==> config.mk <==
export PLATFORM = sky130hd
export DESIGN_NAME = m68k_dtack_ctrl_flat
export DESIGN_NICKNAME = d
export VERILOG_FILES = /design/src/rtl/m68k_dtack_ctrl_pkg.sv /design/src/rtl/m68k_dtack_ctrl_if.sv /design/src/rtl/m68k_dtack_ctrl_ws_counter.sv /design/src/rtl/m68k_dtack_ctrl.sv /design/src/flat_wrapper.sv
export SDC_FILE = /design/constraint.sdc
export NUM_CORES = 1
export LEC_CHECK = 0
export ABC_AREA = 1
export BUFFER_PORTS_ARGS = -buffer_cell sky130_fd_sc_hd__buf_4
export CAP_MARGIN = 15
export CORE_MARGIN = 5
export CORE_UTILIZATION = 35
export CTS_CLUSTER_DIAMETER = 40
export DETAILED_ROUTE_END_ITERATION = 16
export PLACE_DENSITY = 0.62
export SYNTH_ARGS = -nofsm -noshare
export SYNTH_HDL_FRONTEND = slang
export SYNTH_HIERARCHICAL = 1
export SYNTH_SLANG_ARGS = --single-unit
==> constraint.sdc <==
create_clock -name clk_sys -period 5 [get_ports clk_sys]
set_clock_uncertainty 0.15 [all_clocks]
set_input_delay 1 -clock clk_sys [delete_from_list [all_inputs] [get_ports clk_sys]]
set_output_delay 1 -clock clk_sys [all_outputs]
set_load 0.05 [all_outputs]
==> src/rtl/m68k_dtack_ctrl_pkg.sv <==
`default_nettype none
// ============================================================================
// Package  : toaplan_bus_pkg
// Brief    : Shared types and wait-state defaults for the 68K DTACK controller.
// Revision : 1.0
// ============================================================================
package toaplan_bus_pkg;

  localparam int WS_CNT_W        = 8;
  localparam int FAST_WS_DEF     = 1;
  localparam int SHARED_WS_DEF   = 2;
  localparam int ROM_POST_WS_DEF = 0;
  localparam int TIMEOUT_DEF     = 255;

  typedef enum logic [2:0] {
    IDLE     = 3'd0,
    ROM_WAIT = 3'd1,
    SH_WAIT  = 3'd2,
    COUNT    = 3'd3,
    ACK      = 3'd4,
    DRAIN    = 3'd5,
    TMO      = 3'd6
  } state_t;

  // Counter load value so that zero is reached on the last of n wait cycles.
  function automatic logic [WS_CNT_W-1:0] ws_load(input int n);
    if (n <= 1) return '0;
    if (n >= (1 << WS_CNT_W)) return WS_CNT_W'((1 << WS_CNT_W) - 2);
    return WS_CNT_W'(n - 1);
  endfunction

endpackage
`default_nettype wire

==> src/rtl/m68k_dtack_ctrl_if.sv <==
`default_nettype none
// ============================================================================
// Interface : m68k_dtack_ctrl_if
// Brief     : 68K bus-cycle, SDRAM ROM and shared-RAM handshake signals.
// Revision  : 1.0
// ============================================================================
interface m68k_dtack_ctrl_if;

  logic cpu_as_n;
  logic cpu_rw;
  logic prog_rom_cs;
  logic shared_ram_cs;
  logic fast_cs;
  logic z80_busy;
  logic sdram_ack;
  logic sdram_req;
  logic shared_grant;
  logic cpu_dtack_n;
  logic cpu_berr_n;

  modport master (
    output cpu_as_n, cpu_rw, prog_rom_cs, shared_ram_cs, fast_cs, z80_busy, sdram_ack,
    input  sdram_req, shared_grant, cpu_dtack_n, cpu_berr_n
  );

  modport slave (
    input  cpu_as_n, cpu_rw, prog_rom_cs, shared_ram_cs, fast_cs, z80_busy, sdram_ack,
    output sdram_req, shared_grant, cpu_dtack_n, cpu_berr_n
  );

endinterface
`default_nettype wire

==> src/rtl/m68k_dtack_ctrl_ws_counter.sv <==
`default_nettype none
// ============================================================================
// Module   : ws_counter
// Brief    : Saturating down-counter with load and zero flag for wait states.
// Revision : 1.0
// ============================================================================
module ws_counter
  import toaplan_bus_pkg::*;
(
  input  logic                clk_sys,
  input  logic                reset_n,
  input  logic                load,
  input  logic [WS_CNT_W-1:0] load_val,
  input  logic                dec,
  output logic                zero
);

  logic [WS_CNT_W-1:0] r_cnt;

  always_ff @(posedge clk_sys or negedge reset_n) begin
    if (!reset_n) begin
      r_cnt <= '0;
    end else if (load) begin
      r_cnt <= load_val;
    end else if (dec && (r_cnt != '0)) begin
      r_cnt <= r_cnt - 1'b1;
    end
  end

  assign zero = (r_cnt == '0);

endmodule
`default_nettype wire

==> src/rtl/m68k_dtack_ctrl.sv <==
`default_nettype none
// ============================================================================
// Module   : m68k_dtack_ctrl
// Brief    : 68K DTACK/BERR generation with per-region wait states, SDRAM ROM
//            handshake and Z80 shared-RAM arbitration.
//            Optional macro M68K_BERR_TIMEOUT_EN enables the bus-error timeout.
// Revision : 1.0
// ============================================================================
module m68k_dtack_ctrl
  import toaplan_bus_pkg::*;
#(
  parameter int FAST_WS     = FAST_WS_DEF,
  parameter int SHARED_WS   = SHARED_WS_DEF,
  parameter int ROM_POST_WS = ROM_POST_WS_DEF
`ifdef M68K_BERR_TIMEOUT_EN
  , parameter int TIMEOUT   = TIMEOUT_DEF
`endif
)(
  input  logic             clk_sys,
  input  logic             reset_n,
  m68k_dtack_ctrl_if.slave bus
);

  localparam logic [WS_CNT_W-1:0] c_FAST_LD   = ws_load(FAST_WS);
  localparam logic [WS_CNT_W-1:0] c_SHARED_LD = ws_load(SHARED_WS);
  localparam logic [WS_CNT_W-1:0] c_POST_LD   = ws_load(ROM_POST_WS);
`ifdef M68K_BERR_TIMEOUT_EN
  localparam logic [WS_CNT_W-1:0] c_TMO_LD    = ws_load(TIMEOUT);
`endif

  state_t              r_state, w_state_nxt;
  logic                r_sdram_req, w_req_nxt;
  logic                r_grant, w_grant_nxt;
  logic                r_ack_low, w_ack_low_nxt;
  logic                w_cnt_load, w_cnt_dec, w_cnt_zero;
  logic [WS_CNT_W-1:0] w_cnt_val;
  logic                w_ack_valid;
  logic                w_unused_rw;
`ifdef M68K_BERR_TIMEOUT_EN
  logic                r_berr_n, w_berr_n_nxt;
`endif

  // An ack counts only once it has been seen low since the request started.
  assign w_ack_valid = bus.sdram_ack && r_ack_low;
  assign w_unused_rw = bus.cpu_rw;

  ws_counter u_ws_counter (
    .clk_sys  (clk_sys),
    .reset_n  (reset_n),
    .load     (w_cnt_load),
    .load_val (w_cnt_val),
    .dec      (w_cnt_dec),
    .zero     (w_cnt_zero)
  );

  always_ff @(posedge clk_sys or negedge reset_n) begin
    if (!reset_n) begin
      r_state     <= IDLE;
      r_sdram_req <= 1'b0;
      r_grant     <= 1'b0;
      r_ack_low   <= 1'b0;
`ifdef M68K_BERR_TIMEOUT_EN
      r_berr_n    <= 1'b1;
`endif
    end else begin
      r_state     <= w_state_nxt;
      r_sdram_req <= w_req_nxt;
      r_grant     <= w_grant_nxt;
      r_ack_low   <= w_ack_low_nxt;
`ifdef M68K_BERR_TIMEOUT_EN
      r_berr_n    <= w_berr_n_nxt;
`endif
    end
  end

  always_comb begin
    w_state_nxt   = r_state;
    w_req_nxt     = r_sdram_req;
    w_grant_nxt   = r_grant;
    w_ack_low_nxt = r_ack_low | ~bus.sdram_ack;
    w_cnt_load    = 1'b0;
    w_cnt_val     = '0;
    w_cnt_dec     = 1'b0;
`ifdef M68K_BERR_TIMEOUT_EN
    w_berr_n_nxt  = r_berr_n;
`endif
    case (r_state)
      IDLE: begin
        if (!bus.cpu_as_n) begin
          if (bus.prog_rom_cs) begin
            w_state_nxt   = ROM_WAIT;
            w_req_nxt     = 1'b1;
            w_ack_low_nxt = ~bus.sdram_ack;
`ifdef M68K_BERR_TIMEOUT_EN
            w_cnt_load    = 1'b1;
            w_cnt_val     = c_TMO_LD;
`endif
          end else if (bus.shared_ram_cs) begin
            w_state_nxt   = SH_WAIT;
`ifdef M68K_BERR_TIMEOUT_EN
            w_cnt_load    = 1'b1;
            w_cnt_val     = c_TMO_LD;
          end else if (!bus.fast_cs) begin
            w_state_nxt   = TMO;
            w_cnt_load    = 1'b1;
            w_cnt_val     = c_TMO_LD;
`endif
          end else begin
            // Unselected cycles land here too when no timeout exists.
            w_state_nxt   = (FAST_WS == 0) ? ACK : COUNT;
            w_cnt_load    = 1'b1;
            w_cnt_val     = c_FAST_LD;
          end
        end
      end
      ROM_WAIT: begin
        if (w_ack_valid) begin
          w_req_nxt = 1'b0;
          if (bus.cpu_as_n) begin
            w_state_nxt = IDLE;
          end else begin
            w_state_nxt = (ROM_POST_WS == 0) ? ACK : COUNT;
            w_cnt_load  = 1'b1;
            w_cnt_val   = c_POST_LD;
          end
        end else if (bus.cpu_as_n) begin
          w_state_nxt = DRAIN;
`ifdef M68K_BERR_TIMEOUT_EN
        end else if (w_cnt_zero) begin
          w_state_nxt  = TMO;
          w_req_nxt    = 1'b0;
          w_berr_n_nxt = 1'b0;
        end else begin
          w_cnt_dec = 1'b1;
`endif
        end
      end
      DRAIN: begin
        if (w_ack_valid) begin
          w_req_nxt   = 1'b0;
          w_state_nxt = IDLE;
        end
      end
      SH_WAIT: begin
        if (bus.cpu_as_n) begin
          w_state_nxt = IDLE;
        end else if (!bus.z80_busy) begin
          w_grant_nxt = 1'b1;
          w_state_nxt = (SHARED_WS == 0) ? ACK : COUNT;
          w_cnt_load  = 1'b1;
          w_cnt_val   = c_SHARED_LD;
`ifdef M68K_BERR_TIMEOUT_EN
        end else if (w_cnt_zero) begin
          w_state_nxt  = TMO;
          w_berr_n_nxt = 1'b0;
        end else begin
          w_cnt_dec = 1'b1;
`endif
        end
      end
      COUNT: begin
        if (bus.cpu_as_n) begin
          w_state_nxt = IDLE;
        end else if (w_cnt_zero) begin
          w_state_nxt = ACK;
        end else begin
          w_cnt_dec = 1'b1;
        end
      end
      ACK: begin
        if (bus.cpu_as_n) w_state_nxt = IDLE;
      end
`ifdef M68K_BERR_TIMEOUT_EN
      TMO: begin
        if (bus.cpu_as_n) begin
          w_state_nxt = IDLE;
        end else if (r_berr_n) begin
          if (w_cnt_zero) w_berr_n_nxt = 1'b0;
          else            w_cnt_dec    = 1'b1;
        end
      end
`endif
      default: w_state_nxt = IDLE;
    endcase
    if (w_state_nxt == IDLE) begin
      w_grant_nxt  = 1'b0;
`ifdef M68K_BERR_TIMEOUT_EN
      w_berr_n_nxt = 1'b1;
`endif
    end
  end

  assign bus.sdram_req    = r_sdram_req;
  assign bus.shared_grant = r_grant;
  assign bus.cpu_dtack_n  = (r_state != ACK);
`ifdef M68K_BERR_TIMEOUT_EN
  assign bus.cpu_berr_n   = r_berr_n;
`else
  assign bus.cpu_berr_n   = 1'b1;
`endif

endmodule
`default_nettype wire
==> src/flat_wrapper.sv <==
// flat-port wrapper written by rule: the top's interface ports become plain ports
module m68k_dtack_ctrl_flat import toaplan_bus_pkg::*;
#(
  parameter int FAST_WS     = FAST_WS_DEF,
  parameter int SHARED_WS   = SHARED_WS_DEF,
  parameter int ROM_POST_WS = ROM_POST_WS_DEF

)
  (clk_sys, reset_n, bus_cpu_as_n, bus_cpu_rw, bus_prog_rom_cs, bus_shared_ram_cs, bus_fast_cs, bus_z80_busy, bus_sdram_ack, bus_sdram_req, bus_shared_grant, bus_cpu_dtack_n, bus_cpu_berr_n);
  m68k_dtack_ctrl_if bus_i ();
  input  logic clk_sys;
  input  logic reset_n;
  input wire logic [$bits(bus_i.cpu_as_n)-1:0] bus_cpu_as_n;
  input wire logic [$bits(bus_i.cpu_rw)-1:0] bus_cpu_rw;
  input wire logic [$bits(bus_i.prog_rom_cs)-1:0] bus_prog_rom_cs;
  input wire logic [$bits(bus_i.shared_ram_cs)-1:0] bus_shared_ram_cs;
  input wire logic [$bits(bus_i.fast_cs)-1:0] bus_fast_cs;
  input wire logic [$bits(bus_i.z80_busy)-1:0] bus_z80_busy;
  input wire logic [$bits(bus_i.sdram_ack)-1:0] bus_sdram_ack;
  output wire logic [$bits(bus_i.sdram_req)-1:0] bus_sdram_req;
  output wire logic [$bits(bus_i.shared_grant)-1:0] bus_shared_grant;
  output wire logic [$bits(bus_i.cpu_dtack_n)-1:0] bus_cpu_dtack_n;
  output wire logic [$bits(bus_i.cpu_berr_n)-1:0] bus_cpu_berr_n;
  assign bus_i.cpu_as_n = bus_cpu_as_n;
  assign bus_i.cpu_rw = bus_cpu_rw;
  assign bus_i.prog_rom_cs = bus_prog_rom_cs;
  assign bus_i.shared_ram_cs = bus_shared_ram_cs;
  assign bus_i.fast_cs = bus_fast_cs;
  assign bus_i.z80_busy = bus_z80_busy;
  assign bus_i.sdram_ack = bus_sdram_ack;
  assign bus_sdram_req = bus_i.sdram_req;
  assign bus_shared_grant = bus_i.shared_grant;
  assign bus_cpu_dtack_n = bus_i.cpu_dtack_n;
  assign bus_cpu_berr_n = bus_i.cpu_berr_n;
  m68k_dtack_ctrl #(.FAST_WS(FAST_WS), .SHARED_WS(SHARED_WS), .ROM_POST_WS(ROM_POST_WS)) u_core (.clk_sys(clk_sys), .reset_n(reset_n), .bus(bus_i));
endmodule
### Word-level counts from Yosys, hierarchy flattened

Cells that the tools add are included.

* input port bits: 9
* logic and storage cells: 71
* register bits after elaboration: 14
* output and inout port bits: 4

* add/subtract/negate cells: 1
* reductions and logical operators: 12
* equal/unequal tests: 11
* mux-type cells: 40
* bitwise logic cells: 2

Operators by type and width (number)
* 3-bit two-way mux: 11
* 8-bit two-way mux: 4
* 1-bit two-way mux: 22
* 3-bit one-hot mux with 6 select lines: 1
* 8-bit logical NOT: 1
* 8-bit nonzero test: 1
* 8-bit by 1-bit subtractor with 8-bit output (second input constant): 1
* 3-bit by 2-bit == test with 1-bit output (second input constant): 2
* 3-bit == test (second input constant): 2
* 3-bit logical NOT: 2
* 2-bit by 1-bit inequality test with 1-bit output (second input constant): 3
* 2-bit nonzero test: 3
* 2-bit inequality test (second input constant): 2
* 4-bit AND reduction: 1
* 3-bit by 1-bit == test with 1-bit output (second input constant): 1
* 3-bit inequality test (second input constant): 1
* 1-bit one-hot mux with 3 select lines: 1
* 3-bit AND reduction: 1
* 1-bit logical AND: 2
* 1-bit one-hot mux with 2 select lines: 1
* 2-bit OR reduction: 1
* 1-bit inverter: 1
* 1-bit bitwise OR: 1

### Longest topological paths before layout

* depth in word-level cells: 7
* mapped depth: 12
* gate-level depth less buffers: 12

### Cells and area by module

The synthesis kept the hierarchy.

By module, submodules not included
* ws_counter: cells each 93, area an instance 596.8 um^2, sequential area each 200.2 um^2, times used 1
* m68k_dtack_ctrl: cells each 67, area an instance 450.4 um^2, sequential area each 150.1 um^2, times used 1

### Least setup slack after synthesis

OpenSTA, ideal clock, no wires.

* kind: input-to-reg
* from: input port bus_cpu_as_n
* to: register u_core.u_ws_counter.r_cnt[3]
* arrival: 2.205 ns
* slack: 2.528 ns
* data required time: 4.733 ns
* stages on the path: 8
* buffers on the path: 0
* library setup time: 0.117 ns
* cells stage by stage: inv_2 > nand3_2 > o311ai_0 > inv_1 > nand2_4 > clkinv_2 > nand2_1 > nand2_1

* cells in the longest elaborated chain, start to end: 4
* elaborated cells on any way between the ends: 10
* those cells by class: mux: 8; reduce/logical: 2

RTL lines
* from (decl): RTL line flat_wrapper.sv:13 `input wire logic [$bits(bus_i.cpu_as_n)-1:0] bus_cpu_as_n;`
* 1-bit two-way mux: RTL line m68k_dtack_ctrl.sv:119 `if (bus.cpu_as_n) begin`
* 1-bit two-way mux: RTL line m68k_dtack_ctrl.sv:117 `if (w_ack_valid) begin`
* 1-bit one-hot mux with 3 select lines (*): RTL line m68k_dtack_ctrl.sv:87 `case (r_state)`
* net u_core.w_cnt_load: RTL line m68k_dtack_ctrl.sv:35 `logic w_cnt_load, w_cnt_dec, w_cnt_zero;`
* 8-bit two-way mux / 2-bit nonzero test (equally long branches)
* to (signal assigned): RTL line m68k_dtack_ctrl_ws_counter.sv:24 `r_cnt <= load_val;`
* to (signal assigned): RTL line m68k_dtack_ctrl_ws_counter.sv:26 `r_cnt <= r_cnt - 1'b1;`
* to (decl): RTL line m68k_dtack_ctrl_ws_counter.sv:18 `logic [WS_CNT_W-1:0] r_cnt;`

The timed path passes the listed nets; every way through them passes the cells marked *.
A chain may end at the register's enable or synchronous reset.

### Final worst setup path

Ends and elaborated chain as after synthesis.

==> out/results.ini <==
[synth]
synth_top_family_by_area=simple AND/OR/NAND/NOR gates
yosysSeqAreaShare_pct=33.5
synth-compound-area-share_pct=7.05
yosysWarnings=6
syn_avg_cell_area_um2=6.55
synth_xor_area_share_pct=0.836
syn_area_um2=1050
ys_types=27
syn-instance-count=160
ys_seq_elements=14
synthSimpleGateAreaFrac_pct=44.7
synthTopCellsByArea=dfrtp_1, nand2_1, nand3_1
yosysTopAreaCell=dfrtp_1
synthMuxAreaShare_pct=0
synth_fa_ha_area_share_pct=2.39
synth_top_area_share_pct=33.5

[finish]
final_nets=189
fin_cells=207
drive_gt1_share_pct=17.6
fill_cells=298
fin_area_um2=1180
final_util_pct=42.2
n_antenna_cell=0
area_delta_synth_final_pct=13.0

[setup_path]
startpoint_type=input pin
crit_end=u_core/u_ws_counter/r_cnt[3]$_DFFE_PN0P_
rrSetupSlack_ns=3.06
slowest_stage=o311ai_1
crit_path_end_kind=register
crit_family=buffers and inverters
max_stage_delay_ns=0.26
critPathLaunch=bus_cpu_as_n
crit_buf_inv=5
cp_cell_sequence=buf_4 > inv_2 > nand3_2 > o311ai_1 > buf_4 > inv_1 > nand2_4 > clkinv_2 > nand2_1 > nand2_1
path_class=in -> reg
crit_required_ns=5.02
crit_cells=10
r2r_cells=11
critPathArrivalTime_ns=2.34
crit_fanout=13
regToRegStartpoint=u_core/r_state[2]$_DFF_PN0_
r2r_end=u_core/u_ws_counter/r_cnt[3]$_DFFE_PN0P_

[min_path]
hold_class=reg -> reg
hold_path_startpoint=u_core/bus.sdram_req$_DFFE_PN0P_

[place]
place_hpwl_um=1680
placed_area_um2=1160
place_ws_ns=2.39
gp_routability_congestion=0.879
portBuffers=9
dpl.cell_count=204

[floorplanning]
coreArea_um2=2810
pin_count=13
die_h_um=64.7
fp.dieW_um=64.7
start_util_pct=37.3
rows=19
dieArea_um2=4190

[sta]
setup_violations=0
fin_ws_ns=2.68
timing.fmax_mhz=431
min_period_over_period_pct=46.4
holdWs_ns=0.393
rsz0062_at_grt=false
final_hold_viol_count=0
min_period_ns=2.32
fin_setup_tns_ns=0
drv_slew=0

[global_route]
grt.total_usage_pct=11.0
grt_max_degree=15
gr-total-overflow=0
grt_pass1_vias=909
grt_pass1_wl_um=3800
antenna_found_initial=0

[clock_tree]
clkTransAtPathRegs_ns=0.08
cts_max_level=1
insertion_delay_ns=0.28
max-clock-path-buffers=2
post_cts_buffers=0
cts_hold_buf=0
post_cts_resized=0
clockRootBuffer=clkbuf_4
cts_inserted_buffers=3
clock-sinks=14
cts_tree=built

[pwr]
p_clk_share_pct=9.5
power_mw=0.665
power_switching_mw=0.339
p_leak_nw=0.666
p_int_mw=0.326
combPwrFrac_pct=58.7
vdd_drop_max_mv=0.231
power.density_nw_per_um2=562
switching_share_pct=51.0
sequentialPowerShare_pct=31.8

[detailed_routing]
vias_per_cell=4.80
drt_wl_total_um=2170
drtPass1Iterations=4
drc=0
ant_nets=0
drt-wirelength-per-cell_um=10.5
drt_iter0_drc=57
vias=994

[run_status]
status=finished clean

[job]
drv_cap=0

[synthesized netlist by cell type]
library cell / count
nor2_1: 16
o21ai_0: 5
dfrtp_1: 14
xnor2_1: 1
nor2_2: 4
clkbuf_1: 1
o21ai_1: 2
buf_6: 1
nand2_2: 2
nand3_2: 2
nand2_4: 1
nand3b_2: 1
or2_4: 1
a21oi_1: 1
nor3_1: 1
inv_2: 5
o21ai_4: 1
nand4_1: 4
conb_1: 2
nand2_1: 53
inv_1: 18
o311ai_0: 1
ha_1: 2
nand3_1: 18
buf_4: 1
o22a_1: 1
clkinv_2: 1
[kinds of logic (layout without fill, tap and decap cells)]
| group | count (synthesis) | after routing |
|---|---|---|
| other | 2 | 8 |
| XOR/XNOR | 1 | 1 |
| AND/OR/NAND/NOR | 103 | 103 |
| flip-flops | 14 | 14 |
| buffers and inverters | 27 | 37 |
| adder cells (fa/ha/maj) | 2 | 2 |
| AO/OA/AOI/OAI | 11 | 11 |
[per-layer routing]
metal	track usage [%]	part of all wire [%]	wire [µm]
met3	2.59	5.3	114
met4	3.17	1.1	23
met2	19.2	47	1010
met5	0	0	0
met1	13.4	47	1020
[placed cells by master, fill, tap and decap left out, drive strengths merged]
cell type	count
a21oi	1
clkinv	1
ha	2
o21ai	8
or2	1
xnor2	1
nand3	20
nand2	56
o22a	1
inv	23
o311ai	1
clkbuf	3
nor3	1
buf	10
nand3b	1
nor2	20
conb	8
dfrtp	14
nand4	4
[flip-flops by register name, indices dropped and copies added (netlist names)]
name	count
u_core/bus.shared_grant	1
u_core/u_ws_counter/r_cnt	8
u_core/bus.sdram_req	1
u_core/r_state	3
u_core/r_ack_low	1
[worst min path at each step]
stage	endpoint	cells past startpoint
floorplan	u_core/u_ws_counter/r_cnt[4]$_DFFE_PN0P_	2
global placement	u_core/bus.sdram_req$_DFFE_PN0P_	1
detailed placement	u_core/bus.sdram_req$_DFFE_PN0P_	1
CTS	u_core/bus.sdram_req$_DFFE_PN0P_	1
global route	u_core/r_state[0]$_DFF_PN0_	1
finish	u_core/bus.sdram_req$_DFFE_PN0P_	1
[area by class of cell]
type                            instances  area (µm²)  area share [%]
Multi-Input combinational cell        125         606            51.2
Inverter                               24        91.3            7.72
Timing Repair Buffer                   10        75.1            6.34
Clock buffer                            3        22.5            1.90
Sequential cell                        14         350            29.6
Tap cell                               31        38.8            3.28
[power groups by stage]
stage	Sequential (mW)	Clock, mW	Combinational (mW)
after CTS	0.210	0.0669	0.392
after global placement	0.211	0	0.382
after floorplan	0.219	0	0.300
after detailed placement	0.213	0	0.390
final	0.211	0.0633	0.390
after global routing	0.218	0.0714	0.445
[worst reg2reg max path, cell delays in order (launching register included)]
cell and delay [ns]:
dfrtp_1 0.48, inv_2 0.10, nand3_2 0.12, inv_2 0.08
nand3_1 0.06, o311ai_1 0.08, buf_4 0.24, inv_1 0.17
nand2_4 0.16, clkinv_2 0.08, nand2_1 0.06, nand2_1 0.05
Note: power is estimated with default switching activity, not from simulation.
